`src/rtl/div_pkg.sv`:
```
// Shared types and sizing helpers for the sequential restoring divider.
package div_pkg;

  typedef enum logic [1:0] {
    IDLE = 2'd0,
    CALC = 2'd1,
    FIX  = 2'd2
  } state_t;

  function automatic int cnt_width(input int width);
    return $clog2(width + 1);
  endfunction

endpackage

```
`src/rtl/seq_divider_if.sv`:
```
// Start/busy/done handshake and operand/result bus for seq_divider.
interface seq_divider_if #(
  parameter int WIDTH = 32
);
  logic             start;
  logic             signed_mode;
  logic [WIDTH-1:0] dividend;
  logic [WIDTH-1:0] divisor;
  logic             busy;
  logic             done;
  logic [WIDTH-1:0] quotient;
  logic [WIDTH-1:0] remainder;
  logic             div_by_zero;

  modport master (
    output start, signed_mode, dividend, divisor,
    input  busy, done, quotient, remainder, div_by_zero
  );

  modport slave (
    input  start, signed_mode, dividend, divisor,
    output busy, done, quotient, remainder, div_by_zero
  );
endinterface

```
`src/rtl/div_step.sv`:
```
// One combinational restoring-division step: shift in a dividend bit, trial-subtract.
module div_step #(
  parameter int WIDTH = 32
) (
  input  logic [WIDTH:0]   i_rem,
  input  logic             i_bit,
  input  logic [WIDTH-1:0] i_div,
  output logic [WIDTH:0]   o_rem,
  output logic             o_qbit
);
  logic [WIDTH+1:0] w_shift;
  logic [WIDTH+1:0] w_div;

  always_comb begin
    w_shift = {i_rem, i_bit};
    w_div   = {2'b00, i_div};
    o_qbit  = (w_shift >= w_div);
    o_rem   = o_qbit ? (WIDTH+1)'(w_shift - w_div) : (WIDTH+1)'(w_shift);
  end
endmodule

```
`src/rtl/seq_divider.sv`:
```
// Multi-cycle restoring divider (one quotient bit per clock), unsigned or signed,
// with start/busy/done handshake and divide-by-zero flag.
module seq_divider
  import div_pkg::*;
#(
  parameter int WIDTH     = 32,
  parameter bit SIGNED_EN = 1'b1
) (
  input  logic        clock,
  input  logic        reset_n,
  seq_divider_if.slave bus
);
  localparam int             CW       = cnt_width(WIDTH);
  localparam logic [CW-1:0]  LP_ITERS = CW'(WIDTH);

  state_t           r_state;
  logic [CW-1:0]    r_cnt;
  logic [WIDTH-1:0] r_a;
  logic [WIDTH-1:0] r_b;
  logic [WIDTH:0]   r_rem;
  logic             r_neg_q;
  logic             r_neg_r;
  logic             r_busy;
  logic             r_done;
  logic [WIDTH-1:0] r_q;
  logic [WIDTH-1:0] r_r;
  logic             r_dbz;

  logic             w_sgn;
  logic             w_a_neg;
  logic             w_b_neg;
  logic [WIDTH-1:0] w_a_mag;
  logic [WIDTH-1:0] w_b_mag;
  logic [WIDTH:0]   w_rem_nxt;
  logic             w_qbit;
  logic [WIDTH-1:0] w_q_fix;
  logic [WIDTH-1:0] w_r_fix;
  logic [WIDTH-1:0] w_a_fix;

  always_comb begin
    w_sgn   = SIGNED_EN && bus.signed_mode;
    w_a_neg = w_sgn && bus.dividend[WIDTH-1];
    w_b_neg = w_sgn && bus.divisor[WIDTH-1];
    w_a_mag = w_a_neg ? -bus.dividend : bus.dividend;
    w_b_mag = w_b_neg ? -bus.divisor  : bus.divisor;
    // r_a ends CALC holding the quotient magnitude; untouched on the divide-by-zero path
    w_q_fix = r_neg_q ? -r_a : r_a;
    w_a_fix = r_neg_r ? -r_a : r_a;
    w_r_fix = r_neg_r ? -r_rem[WIDTH-1:0] : r_rem[WIDTH-1:0];
  end

  div_step #(.WIDTH(WIDTH)) u_step (
    .i_rem  (r_rem),
    .i_bit  (r_a[WIDTH-1]),
    .i_div  (r_b),
    .o_rem  (w_rem_nxt),
    .o_qbit (w_qbit)
  );

  always_ff @(posedge clock) begin
    if (!reset_n) begin
      r_state <= IDLE;
      r_cnt   <= '0;
      r_a     <= '0;
      r_b     <= '0;
      r_rem   <= '0;
      r_neg_q <= 1'b0;
      r_neg_r <= 1'b0;
      r_busy  <= 1'b0;
      r_done  <= 1'b0;
      r_q     <= '0;
      r_r     <= '0;
      r_dbz   <= 1'b0;
    end else begin
      r_done <= 1'b0;
      case (r_state)
        IDLE: begin
          if (bus.start) begin
            r_a     <= w_a_mag;
            r_b     <= w_b_mag;
            r_rem   <= '0;
            r_cnt   <= LP_ITERS;
            r_neg_q <= w_a_neg ^ w_b_neg;
            r_neg_r <= w_a_neg;
            r_busy  <= 1'b1;
            r_dbz   <= 1'b0;
            r_state <= (bus.divisor == '0) ? FIX : CALC;
          end
        end
        CALC: begin
          r_rem <= w_rem_nxt;
          r_a   <= {r_a[WIDTH-2:0], w_qbit};
          r_cnt <= r_cnt - 1'b1;
          if (r_cnt == CW'(1)) r_state <= FIX;
        end
        FIX: begin
          if (r_b == '0) begin
            r_q   <= '1;
            r_r   <= w_a_fix;
            r_dbz <= 1'b1;
          end else begin
            r_q <= w_q_fix;
            r_r <= w_r_fix;
          end
          r_done  <= 1'b1;
          r_busy  <= 1'b0;
          r_state <= IDLE;
        end
        default: r_state <= IDLE;
      endcase
    end
  end

  assign bus.busy        = r_busy;
  assign bus.done        = r_done;
  assign bus.quotient    = r_q;
  assign bus.remainder   = r_r;
  assign bus.div_by_zero = r_dbz;
endmodule

```
`src/flat_wrapper.sv`:
```
// flat-port wrapper written by rule: the top's interface ports become plain ports
module seq_divider_flat import div_pkg::*;
#(
  parameter int WIDTH     = 32,
  parameter bit SIGNED_EN = 1'b1
)
  (clock, reset_n, bus_start, bus_signed_mode, bus_dividend, bus_divisor, bus_busy, bus_done, bus_quotient, bus_remainder, bus_div_by_zero);
  seq_divider_if #(.WIDTH(WIDTH)) bus_i ();
  input  logic clock;
  input  logic reset_n;
  input wire logic [$bits(bus_i.start)-1:0] bus_start;
  input wire logic [$bits(bus_i.signed_mode)-1:0] bus_signed_mode;
  input wire logic [$bits(bus_i.dividend)-1:0] bus_dividend;
  input wire logic [$bits(bus_i.divisor)-1:0] bus_divisor;
  output wire logic [$bits(bus_i.busy)-1:0] bus_busy;
  output wire logic [$bits(bus_i.done)-1:0] bus_done;
  output wire logic [$bits(bus_i.quotient)-1:0] bus_quotient;
  output wire logic [$bits(bus_i.remainder)-1:0] bus_remainder;
  output wire logic [$bits(bus_i.div_by_zero)-1:0] bus_div_by_zero;
  assign bus_i.start = bus_start;
  assign bus_i.signed_mode = bus_signed_mode;
  assign bus_i.dividend = bus_dividend;
  assign bus_i.divisor = bus_divisor;
  assign bus_busy = bus_i.busy;
  assign bus_done = bus_i.done;
  assign bus_quotient = bus_i.quotient;
  assign bus_remainder = bus_i.remainder;
  assign bus_div_by_zero = bus_i.div_by_zero;
  seq_divider #(.WIDTH(WIDTH), .SIGNED_EN(SIGNED_EN)) u_core (.clock(clock), .reset_n(reset_n), .bus(bus_i));
endmodule
```
`config.mk`:
```
export PLATFORM = sky130hd
export DESIGN_NAME = seq_divider_flat
export DESIGN_NICKNAME = d
export VERILOG_FILES = /design/src/rtl/div_pkg.sv /design/src/rtl/seq_divider_if.sv /design/src/rtl/div_step.sv /design/src/rtl/seq_divider.sv /design/src/flat_wrapper.sv
export SDC_FILE = /design/constraint.sdc
export NUM_CORES = 1
export LEC_CHECK = 0
export ABC_AREA = 1
export BUFFER_PORTS_ARGS = -buffer_cell sky130_fd_sc_hd__buf_2
export CAP_MARGIN = 20
export CORE_ASPECT_RATIO = 1.5
export CORE_MARGIN = 4
export CORE_UTILIZATION = 55
export CTS_BUF_LIST = sky130_fd_sc_hd__clkbuf_16
export CTS_CLUSTER_DIAMETER = 40
export DETAILED_ROUTE_END_ITERATION = 12
export GPL_TIMING_DRIVEN = 0
export PLACE_DENSITY_LB_ADDON = 0.12
export SLEW_MARGIN = 10
export SYNTH_ARGS = -nofsm -noshare
export SYNTH_HDL_FRONTEND = slang
export SYNTH_SLANG_ARGS = --single-unit
```
`constraint.sdc`:
```
create_clock -name clock -period 2.8 [get_ports clock]
set_input_delay 0.42 -clock clock [delete_from_list [all_inputs] [get_ports clock]]
set_output_delay 0.42 -clock clock [all_outputs]
set_load 0.1 [all_outputs]
```
Word-level counts from Yosys, hierarchy flattened
Cells that the tools add are included.
- register bits after elaboration: 174
- bits in writable memories: 0
- input port bits: 68
- word-level logic and storage cells: 62
- latch bits: 0
- bits in read-only memories: 0
- memories: 0
- muxes and demuxes: 24
- multipliers: 0
- $lt $le $gt $ge: 1
- reductions and logical operators: 12
- equality and inequality tests: 6
- shift-type cells: 0
- bitwise gates (word level): 1
- div/mod/pow operators: 0
- add/sub/neg operators: 6
- operators with widths (kind ; number):
    2-to-1 mux 32 bit ; 8
    negator 32 bit ; 4
    2-to-1 mux 33 bit ; 2
    one-hot mux 33 bit (2 select lines) ; 1
    zero test 32 bit ; 2
    one-hot mux 32 bit (2 select lines) ; 1
    >= comparator 34 x 32 -> 1 bit ; 1
    subtractor 33 x 32 -> 33 bit ; 1
    one-hot mux 6 bit (2 select lines) ; 1
    AND reduction 2 bit ; 4
    == test 6 x 1 -> 1 bit (second input constant) ; 1
    2-to-1 mux 2 bit ; 3
    2-to-1 mux 6 bit ; 1
    subtractor 6 x 1 -> 6 bit (second input constant) ; 1
    2-to-1 mux 1 bit ; 4
    inequality test 2 x 1 -> 1 bit (second input constant) ; 2
    one-hot mux 1 bit (2 select lines) ; 2
    one-hot mux 2 bit (2 select lines) ; 1
    nonzero test 2 bit ; 2
    AND reduction 3 bit ; 1
    == test 2 x 1 -> 1 bit (second input constant) ; 1
    == test 2 bit (second input constant) ; 1
    logical AND 1 bit ; 2
    zero test 2 bit ; 1
    other kinds (2) ; 2

Longest topological paths before layout
- depth in word-level cells: 4
- mapped depth: 16

Cells and area by module
Synthesis repeated with hierarchy kept, for this count alone.
- cells, all modules: 2511
- area total of the unflattened synthesis: 14258.7 um2
- modules (own cells, without submodules) (module ; area an instance (um2) ; sequential area each (um2) ; times used ; cells each):
    seq_divider ; 10985.5 ; 3483.3 ; 1 ; 1812
    div_step ; 3273.1 ; 0.0 ; 1 ; 699

Worst setup path before layout
Ideal clock, no wire load.
- kind: reg2reg
- start point: register u_core.r_a[31]
- end point: register u_core.r_rem[13]
- data arrival time: 1.923 ns
- slack: 0.807 ns
- setup time: 0.070 ns
- data required time: 2.730 ns
- cell stages (with the launch flop): 15
- cells stage by stage: dfxtp_1 inv_1 ha_1 inv_1 fa_1 nand3_1 nand3_2 nand2_2 nand2_4 nand3_4 nand2_4 buf_6 nand2_1 nand3_1 a21oi_1
- longest elaborated chain between the ends: 3
- elaborated cells between the ends (all ways): 4
- ends and longest elaborated chain (item ; line ; RTL):
    start, declared ; seq_divider.sv:18 ; logic [WIDTH-1:0] r_a;
    start signal, assigned ; seq_divider.sv:79 ; r_a <= w_a_mag;
    start signal, assigned ; seq_divider.sv:92 ; r_a <= {r_a[WIDTH-2:0], w_qbit};
    subtractor 33 x 32 -> 33 bit or >= comparator 34 x 32 -> 1 bit (tied branches) ; div_step.sv:18, div_step.sv:17 ;
    2-to-1 mux 33 bit (*) ; div_step.sv:18 ; o_rem = o_qbit ? (WIDTH+1)'(w_shift - w_div) : (WIDTH+1)'(w_shift);
    one-hot mux 33 bit (2 select lines) (*) ; seq_divider.sv:76 ; case (r_state)
    end signal, assigned ; seq_divider.sv:91 ; r_rem <= w_rem_nxt;
    end, declared ; seq_divider.sv:20 ; logic [WIDTH:0] r_rem;
Mark *: on every way between the ends. The rest lies on a longest branch, timed or not.
A chain may end at the register's enable or synchronous reset.

Final worst setup path
- start point: register u_core.r_a[31]
- end point: register u_core.r_rem[0]
The elaborated chain is that of the path after synthesis.

==> metrics.txt <==
run status=complete, no violations; number of gates given a new drive strength after cts=0; dpl cells=~2800; TritonCTS clock tree=done; Power Dens Cells=~1000 mW/mm²; Slew Limit Fails=0; clock tree sinks=about 170; final worst slack=147 ps; Worst Skew=around 7 ps; CP Data Arrival Time=around 3000 ps; syn avg cell area=about 5.9 µm²; Tcrit/Tclk final=0.948; Syn Nets=2445; Yosys top cell by area=dfxtp_1; Min-Delay Endpoint=u_core.r_b[0]; routed vias=16300; height of the die=slightly above 200 µm; Tmin final=approximately 2700 ps; Reg-to-Reg End=u_core.r_rem[0]; post-CTS setup buffers=0; via-per-instance ratio=roughly 5.8; Root Buffer=clkbuf_16; global-route wire length before repair=a little over 80000 µm; Synth Register Bits=approximately 170; Synth cell types=52; DRT iter0 DRCs=1663; Worst Hold Class=in2reg; Synth async-reset ratio=0; Setup CP Type=reg2reg; CP endpoint kind=flop; placed inst area=0.0149 mm²; ant diodes=0; total die area=0.0279 mm²; hold_buf cts=0; Setup TNS=0 ps; worst slew margin relative to its limit=0.464; cell with the most instances after synthesis=nand2_1; Synth area leaders=dfxtp_1 (25%), nand2_1 (16%), inv_1 (8.3%); R2R depth=13; Hold Slack=287 ps; worst slew pin tran=between 800 and 900 ps; cell internal pwr=slightly above 7 mW; fin area=around 0.016 mm²; Place WS=roughly 200 ps; post-DR wirelength/cell=between 15 and 20 µm; Initial Util=0.564; Synth Flop Type=dfxtp_1; worst-path fanout max=10; drt first pass iters=6; Flop pwr share=0.219; top cells by count, synth=nand2_1 (602), inv_1 (307), a21oi_1 (228); Max IR drop VDD=0.830 mV; clk_lat worst skew=~450 ps; CTS buffer count=17; Clock Power Share=0.152; Remaining Overflow, GRT=0; layout cells sized above 1=0.108; critical path's most frequent cell=nand3_1; P_leak=about 7.6 nW; Yosys Warn Count=0; DP Wirelength=44300 µm; GPL Wtd Cong=1.02; initial antenna violation count=0; crit-path cells=inv_1 -> ha_1 -> inv_1 -> fa_1 -> nand3_1 -> nand3_2 -> nand2_2 -> nand2_4 -> nand3_4 -> buf_6 -> nand3_1 -> nand3_1 -> a21oi_1; post-synth top area share=0.251; Startpoint Class=flop; hold_sp=bus_divisor[0]; Total GRT Usage=0.377; worst stage delay on the critical path=460 ps; Sw Pwr=approximately 8.4 mW; sequential share of the synthesized area=0.251; final hold vios=0; clock slew at reported path FFs=around 70 ps; # DRC=0; row count=70; Hold Path Stages=3; Worst Path Required=~3100 ps; Final Non-Filler Cells=2827; launch point of the worst reg-to-reg path=u_core.r_a[31]; Final setup viols=0; EDFF count, synth=0; Sw Share=0.544; Bufs on Longest Clock Path=2; Max-Cap Viols=0; Floorplan Core Area=around 0.025 mm²; Syn Inst Count=roughly 2300; slowest library cell on the worst path=fa_1; total wire length=54100 µm; Die Wd=138 µm; Top Ports=135; largest net degree at the start of global routing=17; Post-Syn Area=approximately 0.014 mm²; # port buffers=around 130; RSZ-0062 raised after global routing=false; Comb power frac=0.629; area grow syn2layout=11.8%; fin nets=~2600; vias in the first global route=roughly 15000; H-tree levels=4; f_max=around 380 MHz; antenna viol nets, final=0; R2R setup slack=~150 ps
==> state kept, by name, indices dropped and copies added, names as in the netlist <==
register                count
u_core.bus.remainder       32
u_core.r_a                 32
u_core.bus.done             1
u_core.r_cnt                6
u_core.r_b                 32
u_core.r_rem               33
u_core.bus.busy             1
u_core.bus.div_by_zero      1
u_core.bus.quotient        32
u_core.r_neg_r              1
u_core.r_state              2
u_core.r_neg_q              1
==> worst max path at each step <==
stage	start	to	slack [ps]	cells past startpoint
after floorplan	u_core.r_a[31]	u_core.r_rem[13]	810	14
after global placement	u_core.r_a[31]	u_core.r_rem[0]	240	13
after detailed placement	u_core.r_a[31]	u_core.r_rem[0]	200	13
after CTS	u_core.r_a[31]	u_core.r_rem[2]	180	14
after global routing	u_core.r_a[31]	u_core.r_rem[15]	30	14
final	u_core.r_a[31]	u_core.r_rem[0]	150	13
==> cell families after synthesis <==
family                   after synthesis  synth area share
buffers and inverters                420             0.123
flip-flops                           174             0.251
AO/OA/AOI/OAI                        472             0.185
AND/OR/NAND/NOR                     1174             0.368
adder cells (fa/ha/maj)               39            0.0357
XOR/XNOR                              59            0.0372
==> routing by layer <==
layer	vias up	wire length (µm)	global-route usage	part of all wire
met5	-	0	0	0
met2	777	26200	0.641	0.48
li1	7940	-	-	-
met1	7409	19400	0.408	0.36
met3	223	3300	0.0444	0.061
met4	0	5260	0.321	0.097
==> through the flow <==
stage                     utilization  total power [mW]
after global routing            0.630              16.5
after CTS                       0.630              15.2
after global placement          0.607              12.8
after floorplan                     -              10.4
final                           0.630              15.4
after detailed placement        0.607              12.9
==> critical path: cells and delay by family (launching register included) <==
kind | cells | cell delay (ps)
compound gates | 1 | 70
flops | 1 | 370
simple gates | 7 | 900
buf+inv | 3 | 490
fa+ha+maj | 2 | 660
==> placed cells by master, fill, tap and decap left out, types with 22 or more instances in the layout <==
cell      netlist  final
nand2_1       602    602
inv_1         307    309
a21oi_1       228    228
nor2_1        217    217
nand3_1       214    214
dfxtp_1       174    174
buf_2          23    156
o21ai_0       150    150
clkbuf_1       61     61
xor2_1         39     39
ha_1           38     38
nand4_1        32     32
nor3_1         25     25
nor2_2         23     23
o211ai_1       22     22
==> power groups by stage <==
stage               Clock, mW  Combinational (mW)  Sequential (mW)
global route             2.43                10.6             3.40
detailed placement          0                9.48             3.40
finish                   2.34                9.70             3.38
floorplan                   0                6.42             3.94
global placement            0                9.37             3.39
CTS                      2.34                9.54             3.35
==> cell type report <==
cell class	count	area [µm²]
clock buffers	17	425
flip-flops and latches	174	3480
inverters	318	1190
repair buffers	133	666
clock inverters	15	138
plain buffers	102	510
well taps	324	405
multi-input cells	1744	8690
fillers	2471	9100
(Power assumes the default switching activity.)
